===== src/rtl/fib_seq_ctrl.sv =====
// Fibonacci sequencer: loads the external down-counter once, then steps a two-register
// accumulator per decrement and publishes F(n) mod 2^D_W with a done pulse and sticky overflow.
module fib_seq_ctrl #(
   parameter int unsigned N_W = 9,
   parameter int unsigned D_W = 16
) (
   input  logic           clk,
   input  logic           rst,
   input  logic           start,
   input  logic [N_W-1:0] n,
   input  logic           clr,
   output logic           ready,
   output logic           busy,
   output logic           cnt_w,
   output logic [N_W-1:0] cnt_val,
   input  logic [N_W-1:0] cnt_out,
   output logic [D_W-1:0] result,
   output logic           ovf,
   output logic           done
);

   localparam int unsigned S_W = D_W + 1;

   typedef enum logic [1:0] {
      S_IDLE,
      S_LOAD,
      S_RUN,
      S_DONE
   } state_t;

   state_t         state_q, state_d;
   logic [D_W-1:0] a_q, a_d;
   logic [D_W-1:0] b_q, b_d;
   logic           ovf_int_q, ovf_int_d;
   logic [D_W-1:0] result_q, result_d;
   logic           ovf_q, ovf_d;
   logic           done_q, done_d;
   logic           cnt_w_q, cnt_w_d;
   logic [N_W-1:0] cnt_val_q, cnt_val_d;
   logic [S_W-1:0] sum;

   // Carry out of D_W bits is the overflow indication for one step
   assign sum = S_W'(a_q) + S_W'(b_q);

   always_comb begin
      state_d   = state_q;
      a_d       = a_q;
      b_d       = b_q;
      ovf_int_d = ovf_int_q;
      result_d  = result_q;
      ovf_d     = ovf_q;
      cnt_val_d = cnt_val_q;
      done_d    = 1'b0;
      cnt_w_d   = 1'b0;
      if (clr) begin
         state_d = S_IDLE;
      end else begin
         case (state_q)
            S_IDLE: begin
               if (start) begin
                  if (n == N_W'(0)) begin
                     result_d = '0;
                     ovf_d    = 1'b0;
                     done_d   = 1'b1;
                     state_d  = S_DONE;
                  end else if (n == N_W'(1)) begin
                     result_d = D_W'(1);
                     ovf_d    = 1'b0;
                     done_d   = 1'b1;
                     state_d  = S_DONE;
                  end else begin
                     a_d       = '0;
                     b_d       = D_W'(1);
                     ovf_int_d = 1'b0;
                     cnt_val_d = n - N_W'(1);
                     cnt_w_d   = 1'b1;
                     state_d   = S_LOAD;
                  end
               end
            end
            S_LOAD: state_d = S_RUN;
            S_RUN: begin
               if (cnt_out == N_W'(0)) begin
                  // Counter misbehaved: publish what we have without stepping
                  result_d = b_q;
                  ovf_d    = ovf_int_q;
                  done_d   = 1'b1;
                  state_d  = S_DONE;
               end else begin
                  a_d       = b_q;
                  b_d       = sum[D_W-1:0];
                  ovf_int_d = ovf_int_q | sum[D_W];
                  if (cnt_out == N_W'(1)) begin
                     result_d = sum[D_W-1:0];
                     ovf_d    = ovf_int_q | sum[D_W];
                     done_d   = 1'b1;
                     state_d  = S_DONE;
                  end
               end
            end
            S_DONE:  state_d = S_IDLE;
            default: state_d = S_IDLE;
         endcase
      end
   end

   always_ff @(posedge clk or negedge rst) begin
      if (!rst) begin
         state_q   <= S_IDLE;
         a_q       <= '0;
         b_q       <= '0;
         ovf_int_q <= 1'b0;
         result_q  <= '0;
         ovf_q     <= 1'b0;
         done_q    <= 1'b0;
         cnt_w_q   <= 1'b0;
         cnt_val_q <= '0;
      end else begin
         state_q   <= state_d;
         a_q       <= a_d;
         b_q       <= b_d;
         ovf_int_q <= ovf_int_d;
         result_q  <= result_d;
         ovf_q     <= ovf_d;
         done_q    <= done_d;
         cnt_w_q   <= cnt_w_d;
         cnt_val_q <= cnt_val_d;
      end
   end

   assign ready   = (state_q == S_IDLE);
   assign busy    = (state_q == S_LOAD) || (state_q == S_RUN);
   assign cnt_w   = cnt_w_q;
   assign cnt_val = cnt_val_q;
   assign result  = result_q;
   assign ovf     = ovf_q;
   assign done    = done_q;

endmodule


===== config.mk =====
export PLATFORM = sky130hd
export DESIGN_NAME = fib_seq_ctrl
export DESIGN_NICKNAME = d
export VERILOG_FILES = /design/src/rtl/fib_seq_ctrl.sv
export SDC_FILE = /design/constraint.sdc
export NUM_CORES = 1
export LEC_CHECK = 0
export CORE_ASPECT_RATIO = 1.4
export CORE_MARGIN = 2
export CORE_UTILIZATION = 50
export CTS_CLUSTER_DIAMETER = 80
export DETAILED_ROUTE_END_ITERATION = 10
export PLACE_DENSITY = 0.78
export SLEW_MARGIN = 0
export SYNTH_ARGS = -nofsm -noshare
export SYNTH_HDL_FRONTEND = slang
export SYNTH_SLANG_ARGS = --single-unit

===== constraint.sdc =====
create_clock -name clk -period 2.82 [get_ports clk]
set_clock_uncertainty 0.15 [all_clocks]
set_input_delay 0.423 -clock clk [delete_from_list [all_inputs] [get_ports clk]]
set_output_delay 0.423 -clock clk [all_outputs]
set_load 0.05 [all_outputs]

[Yosys cells after proc, flatten, opt, wreduce, memory -nomap -nowiden]
Index checks and enable logic that the tools add are counted.
Word-level totals
  word-level logic and storage cells: 83
  input bits: 22
  output and inout bits: 30
  register bits after elaboration: 63
Operators by class
  eq/ne operators: 13
  muxes and demuxes: 46
  bitwise gates (word level): 4
  $add $sub $neg: 2
  reductions and logical operators: 9
Operator list (number)
  16-bit 2-to-1 mux: 13
  16-bit case mux with 2 select lines: 3
  1-bit 2-to-1 mux: 20
  9-bit by 1-bit == test with 1-bit output (second input constant): 2
  9-bit logical NOT: 2
  16-bit by 16-bit adder with 17-bit output: 1
  2-bit 2-to-1 mux: 6
  5-bit AND reduction: 2
  9-bit by 1-bit subtractor with 9-bit output (second input constant): 1
  2-bit inequality test (second input constant): 4
  2-bit case mux with 4 select lines: 1
  3-bit inequality test (second input constant): 2
  1-bit case mux with 2 select lines: 3
  6-bit AND reduction: 1
  2-bit == test (second input constant): 2
  4-bit inequality test (second input constant): 1
  3-bit by 1-bit inequality test with 1-bit output (second input constant): 1
  1-bit NOT: 3
  2-bit by 1-bit == test with 1-bit output (second input constant): 1
  2-bit logical NOT: 1
  2-bit AND reduction: 1
  2-bit nonzero test: 1
  1-bit logical OR: 1
  1-bit bitwise OR: 1

[Longest topological paths before layout]
Gate-level depths: netlist of run 1.
  depth after elaboration: 6
  mapped depth: 9
  mapped depth without buffers: 9

[Least setup slack after synthesis of run 1]
Ideal clock, no wire load.
  path kind: input to register
  start: input cnt_out[5]
  end: register result_q[11] (netlist: result[11])
  setup time: 126 ps
  data arrival time: 2105 ps
  cell stages on the path: 5
  path buffers: 1
  setup slack: 439 ps
  required time: 2544 ps
  cells stage by stage: or4_1 or2_1 a211o_4 buf_6 a221o_1
Between the ends
  cells in the longest elaborated chain, start to end: 3
  elaborated cells between the ends (all ways): 6
  classes of those cells: 2 x eq/ne; 2 x mux; 2 x reduce/logical
Ends and longest elaborated chain
  start: declaration: line 16  | input logic [N_W-1:0] cnt_out,
  9-bit by 1-bit == test with 1-bit output or 9-bit logical NOT (tied branches): line 93, 83
  3-bit inequality test (no line) or 16-bit 2-to-1 mux (tied branches)
  5-bit AND reduction (no line) or 16-bit case mux with 2 select lines (tied branches)
  end signal: assignment: line 123  | result_q <= result_d;
  end: declaration: line 35  | logic [D_W-1:0] result_q, result_d;
Several ways; a longest one is shown, not always the timed one.
A chain may end at the register's enable or synchronous reset.

[Worst setup path after layout of run 1]
  start: register state_q[0]
  end: output ready
Between the ends
  cells in the longest elaborated chain, start to end: 1
Ends and longest elaborated chain
  start: declaration: line 31  | state_t state_q, state_d;
  start signal: assignment: line 119  | state_q <= state_d;
  2-bit logical NOT: line 131  | assign ready = (state_q == S_IDLE);
  end: declaration: line 12  | output logic ready,
Every way passes these cells.

==> results of run 1 <==
==> Yosys cell counts (6+ instances only) <==
master     n
mux2i_1    8
nand3_1    8
nor3_1     9
clkbuf_1   7
nand2_1   83
o31ai_1   10
dfrtp_1   63
xnor2_1   10
a21oi_1   10
a21o_1     6
inv_1     14
nor2_1    26
xor2_1     9
ha_1      22
o21ai_0   47
buf_2      7
==> area by class of cell <==
class	instances	share of cell area, %
well taps	97	2.57
multi-input cells	319	42.4
clock inverters	5	1.70
inverters	15	1.19
clock buffers	11	3.21
flip-flops and latches	63	33.4
repair buffers	79	15.5
==> registers in the layout, summed over array words and instances, names as in the netlist, 2 cells and up <==
name	flops
a_q	16
b_q	16
cnt_val	9
result	16
state_q	2
==> power groups by stage <==
| stage | Combinational, uW | Sequential, uW | Clock (uW) |
|---|---|---|---|
| after detailed placement | 1480 | 1120 | 0 |
| after global placement | 1450 | 1110 | 0 |
| after CTS | 1480 | 1100 | 935 |
| after floorplan | 609 | 1450 | 0 |
| final | 1480 | 1100 | 922 |
| after global routing | 1580 | 1120 | 961 |
==> per-layer routing <==
metal / track usage (%) / up-vias / share of wire [%]
met5: 0 / - / 0
met4: 13.9 / 0 / 3.3
met3: 3.90 / 30 / 5.0
li1: - / 1628 / -
met2: 43.2 / 108 / 51
met1: 28.7 / 1599 / 41
==> tightest hold or removal path, delay by kind of cell (launching register included) <==
kind | cells | cell delay [ns]
flip-flops | 1 | 0.34
AND/OR/NAND/NOR | 1 | 0.04
AO/OA/AOI/OAI | 1 | 0.06
==> metrics by stage <==
stage / power (uW) / hold slack, ns / setup TNS (ns)
after floorplan: 2060 / -0.0226 / 0
after detailed placement: 2600 / 0.318 / -0.0993
after global routing: 3660 / 0.359 / 0
final: 3510 / 0.327 / 0
after CTS: 3520 / 0.335 / 0
after global placement: 2560 / 0.307 / 0
==> path summary, 6_finish.rpt <==
check / startpoint / endpoint
hold / removal: result[5] / result[5]
max in group asynchronous: rst / cnt_val[5]
hold reg to reg: result[5] / result[5]
setup / recovery: state_q[0] / ready
min in group asynchronous: rst / cnt_val[3]
setup reg to reg: b_q[3] / result[13]
==> what timing repair did <==
| item | in CTS | in global routing |
|---|---|---|
| gates resized for setup | 0 | 1 |
| hold buffers | 1 | 0 |
| hold endpoints to repair | 26 | 0 |
| endpoints found under the setup margin | 0 | 2 |
==> logic make-up after synthesis <==
logic type / count (synthesis)
simple gates: 153
compound gates: 116
flops: 63
buf+inv: 31
fa+ha+maj: 23
xor+xnor: 19
mux: 8
==> results_dict.tcl, run 1 <==
set metrics [dict create \
    antenna_found_initial 0 \
    postCtsSetupRepairBufs 0 \
    hold_depth 2 \
    wl_per_cell_um 15.9 \
    placed_area_mm2 0.00447 \
    diodes 0 \
    fmax_mhz 368 \
    num_rows 37 \
    preCtsSetupSlack_ns -0.0730 \
    synth.avg_cell_area_um2 8.99 \
    dieWidth_um 76.8 \
    finalHoldViolations 0 \
    synth-compound-area-share_pct 20.9 \
    worst_slew_pin_slew_ns 0.705 \
    grt_pass1_wl_mm 15.8 \
    pwr-share-clk_pct 26.3 \
    cp.required_ns 2.25 \
    path_buf_inv 2 \
    cap_violations 0 \
    reg2reg_depth 7 \
    yosys-top-cells-area "dfrtp_1, nand2_1, ha_1" \
    crit_family "buffers and inverters" \
    path_max_fanout 8 \
    initial_utilization_pct 51.1 \
    min_period_over_period_pct 96.3 \
    cp_slowest_cell "clkdlybuf4s50_1" \
    detail-route-antenna-nets 0 \
    routed_wl_mm 9.37 \
    multiInputGateArea_mm2 0.00200 \
    end_kind "output port" \
    grt_setup_unrepaired "no" \
    crit_type "reg2out" \
    via_count 3365 \
    p_int_uw 2060 \
    yosys_warnings 0 \
    synth.cell_area_mm2 0.00371 \
    hold_class "reg2reg" \
    insertion_delay_ns 0.37 \
    synthMuxAreaShare_pct 2.16 \
    regArea_mm2 0.00158 \
    yosys.area_share.simple_pct 18.3 \
    grt_pass1_vias 3404 \
    synthXorXnorAreaFrac_pct 4.48 \
    grt_max_degree 32 \
    grt.overflow.total 0 \
    start_kind "flip-flop" \
    placedCellCount 572 \
    p_seq_share_pct 31.5 \
    combPwrFrac_pct 42.3 \
    via_per_inst 5.71 \
    synthAdderAreaFrac_pct 7.95 \
    power.density_mw_per_mm2 743 \
    clock_path_buffers 2 \
    clock-root-buffer "clkbuf_8" \
    finalSetupViolCount 0 \
    cp_slowest_stage_delay_ns 0.88 \
    synth-seq-area-share_pct 42.5 \
    synth-async-reset-ratio_pct 100 \
    clk_pin_slew_ns 0.07 \
    dr.pass1.iters 6 \
    area_delta_synth_final_pct 27.1 \
    ys_types 55 \
    stdcell_count 589 \
    slew_viol_final 0 \
    synth_top_family_by_area "compound AO/OA/AOI/OAI gates" \
    cts.htree.levels 3 \
    synthesis.nets 458 \
    cp_cell_sequence "inv_1, ha_1, clkdlybuf4s50_1" \
    mostFrequentLayoutCells "nand2_1, dfrtp_1, clkdlybuf4s50_1, o21ai_0" \
    static-leakage-power_uw 0.00215 \
    yosys.area.top_type "dfrtp_1" \
    fin_ws_ns 0.105 \
    nFillCells 619 \
    drc_errors 0 \
    core_mm2 0.00727 \
    die-height_um 106 \
    synth_top_area_share_pct 42.5 \
    slew_headroom_pct 52.5 \
    path_depth 3 \
    crit_arrival_ns 2.14 \
    timing.final.crit_period_ns 2.71 \
    track_usage_pct 24.7 \
    io_pins 52 \
    reg2reg_setup_slack_ns 0.14 \
    final_cell_area_mm2 0.00472 \
    cts_sinks 63 \
    final_core_util_pct 64.9 \
    ys_seq_elements 63 \
    layout_commonest_cell "nand2_1" \
    cts_tree "yes" \
    post-dp-hpwl_mm 7.09 \
    cts-buffers-inserted 9 \
    synth_cells 413 \
    p_sw_uw 1440 \
    synthFlopType "dfrtp_1" \
    status "complete, no violations" \
    swShare_pct 41.2 \
    gp_congestion 0.899 \
    vdd_drop_max_mv 0.850 \
    port_buffers 51 \
    die-area_mm2 0.00814 \
    finalNetCount 532 \
    post_route_cells_drive_above_1_share_pct 10.6 \
    drt_iter0_markers 183 \
    synth_edf_count 0 \
]
Note: power is estimated with default switching activity, not from simulation.
==> inputs of run 2 (changes only) <==
ABC_AREA = 1   (was unset)
CORE_MARGIN = unset   (was 2)
MAX_ROUTING_LAYER = met4   (was unset)
PLACE_DENSITY = 0.77   (was 0.78)
==> results_dict.tcl, run 2 <==
set metrics [dict create \
    grt_max_degree 64 \
    r2r_start "b_q[0]" \
    clk_pin_slew_ns 0.07 \
    mostFrequentLayoutCells "nand2_1, inv_1, dfrtp_1, clkdlybuf4s50_1, nor2_1" \
    reg2reg_to "result[8]" \
    top_usage_layer "met2" \
    via_count 3699 \
    p_sw_uw 1310 \
    gp_congestion 0.956 \
    diodes 0 \
    finalHoldViolations 0 \
    start_kind "flip-flop" \
    yosys_warnings 0 \
    nFillCells 714 \
    postCtsSetupRepairBufs 0 \
    cts-buffers-inserted 9 \
    end_kind "output port" \
    synth_cells 561 \
    timing.final.crit_period_ns 2.60 \
    fmax_mhz 384 \
    synth.cell_area_mm2 0.00407 \
    worst_slew_pin_slew_ns 0.520 \
    dr.pass1.iters 4 \
    synth_common_cells "nand2_1, inv_1, dfrtp_1" \
    grt.overflow.total 0 \
    die-area_mm2 0.00851 \
    area_delta_synth_final_pct 19.7 \
    cts_sinks 63 \
    static-leakage-power_uw 0.00265 \
    die-height_um 109 \
    routed_wl_mm 9.60 \
    hold_depth 2 \
    path_max_fanout 6 \
    grt_use_met2_pct 44.7 \
    drt_iter0_markers 198 \
    min_period_over_period_pct 92.3 \
    drc_errors 0 \
    final_core_util_pct 62.5 \
    p_seq_share_pct 34.7 \
    synth.avg_cell_area_um2 7.25 \
    insertion_delay_ns 0.35 \
    via_per_inst 5.11 \
    initial_utilization_pct 52.2 \
    slew_viol_final 0 \
    io_pins 52 \
    track_usage_pct 26.1 \
    tns_ns 0 \
    cts.htree.levels 3 \
    synth_edf_count 0 \
    post-dp-hpwl_mm 7.34 \
    synthesis.nets 606 \
    yosysMostFrequentCell "nand2_1" \
    p_int_uw 1800 \
    power.total_uw 3110 \
    num_rows 38 \
    slew_headroom_pct 65.2 \
    core_mm2 0.00780 \
    yosys.area.top_type "dfrtp_1" \
    cts_tree "yes" \
    synthFlopType "dfrtp_1" \
    synth-async-reset-ratio_pct 100 \
    synth-seq-area-share_pct 38.7 \
    hp-start "result[10]" \
    hold_class "reg2reg" \
    reg2reg_setup_slack_ns 0.53 \
    swShare_pct 42.1 \
    crit_type "reg2out" \
    crit_arrival_ns 2.03 \
    ys_seq_elements 63 \
    yosys-top-cells-area "dfrtp_1, nand2_1, inv_1" \
    status "complete, no violations" \
    cap_violations 0 \
    grt_util_met3_pct 4.60 \
    grt_setup_unrepaired "no" \
    antenna_found_initial 0 \
    hold_end "result[10]" \
    finalSetupViolCount 0 \
    combPwrFrac_pct 41.8 \
    cts_hold_buf 1 \
    vdd_drop_max_mv 0.772 \
    ctsResizeCount 0 \
    wl_per_cell_um 13.3 \
    clock_path_buffers 2 \
    cp.required_ns 2.25 \
    synth_top_area_share_pct 38.7 \
    clock-root-buffer "clkbuf_8" \
    port_buffers 51 \
    pwr-share-clk_pct 23.5 \
    post_route_cells_drive_above_1_share_pct 10.4 \
    grtUsageMet1_pct 27.2 \
    layout_commonest_cell "nand2_1" \
    power.density_mw_per_mm2 637 \
    grt_pass1_vias 3817 \
    ys_types 33 \
    grt_pass1_wl_mm 16.7 \
    finalNetCount 665 \
    detail-route-antenna-nets 0 \
    reg2reg_depth 13 \
    dieWidth_um 78.2 \
]
run 2: logic make-up after synthesis:
logic type      after synthesis  synth area share, %
compound gates               62                 9.44
xor+xnor                     12                 2.58
flops                        63                 38.7
fa+ha+maj                    23                 7.26
buf+inv                      90                 9.38
simple gates                311                 32.6
run 2: area by class of cell:
cell class	instances	area [um2]	share of cell area, %
multi-input combinational	408	2110	43.3
sequential	63	1580	32.4
timing repair buffer	59	581	11.9
inverter	79	297	6.09
clock buffer	12	165	3.39
tap	100	125	2.57
clock inverter	3	17.5	0.360
run 2: power by group through the flow:
stage | combinational (uW) | clock, uW | sequential, uW
floorplan | 583 | 0 | 1400
global placement | 1280 | 0 | 1090
detailed placement | 1300 | 0 | 1090
CTS | 1300 | 750 | 1080
global route | 1380 | 781 | 1090
finish | 1300 | 731 | 1080
run 2: stage by stage:
stage                     hold slack [ns]  instances  worst slack (ns)  cell area, um2
after global placement              0.310        708             0.259            4680
after global routing                0.356        724             0.134            4870
after CTS                           0.333        724             0.218            4870
after detailed placement            0.308        708             0.220            4680
after floorplan                   -0.0226        561             0.656            4070
final                               0.329        724             0.218            4870
run 2: routing by layer:
metal | wire length, um | vias up
met5 | 0 | -
met1 | 3730 | 1696
met3 | 384 | 38
li1 | - | 1865
met2 | 4920 | 100
met4 | 569 | 0
run 2: how the worst max path moves through the flow:
stage                     startpoint         to  slack (ns)  depth (start not counted)
after floorplan           state_q[0]     b_q[4]        0.66                          9
after detailed placement        n[0]  result[9]        0.22                         14
after global placement          n[0]  result[9]        0.26                         14
final                     state_q[0]      ready        0.22                          3
after global routing      state_q[0]      ready        0.13                          3
after CTS                 state_q[0]      ready        0.22                          3
run 2: critical path, cell delays in order (launching register included):
cell	delay (ns)
dfrtp_1	0.38
inv_1	0.12
ha_1	0.32
clkdlybuf4s50_1	0.86
==> inputs of run 3 (changes only) <==
SLEW_MARGIN = unset   (was 0)
==> results of run 3 <==
Final layout, timing and power as in run 2 (identical DEF).
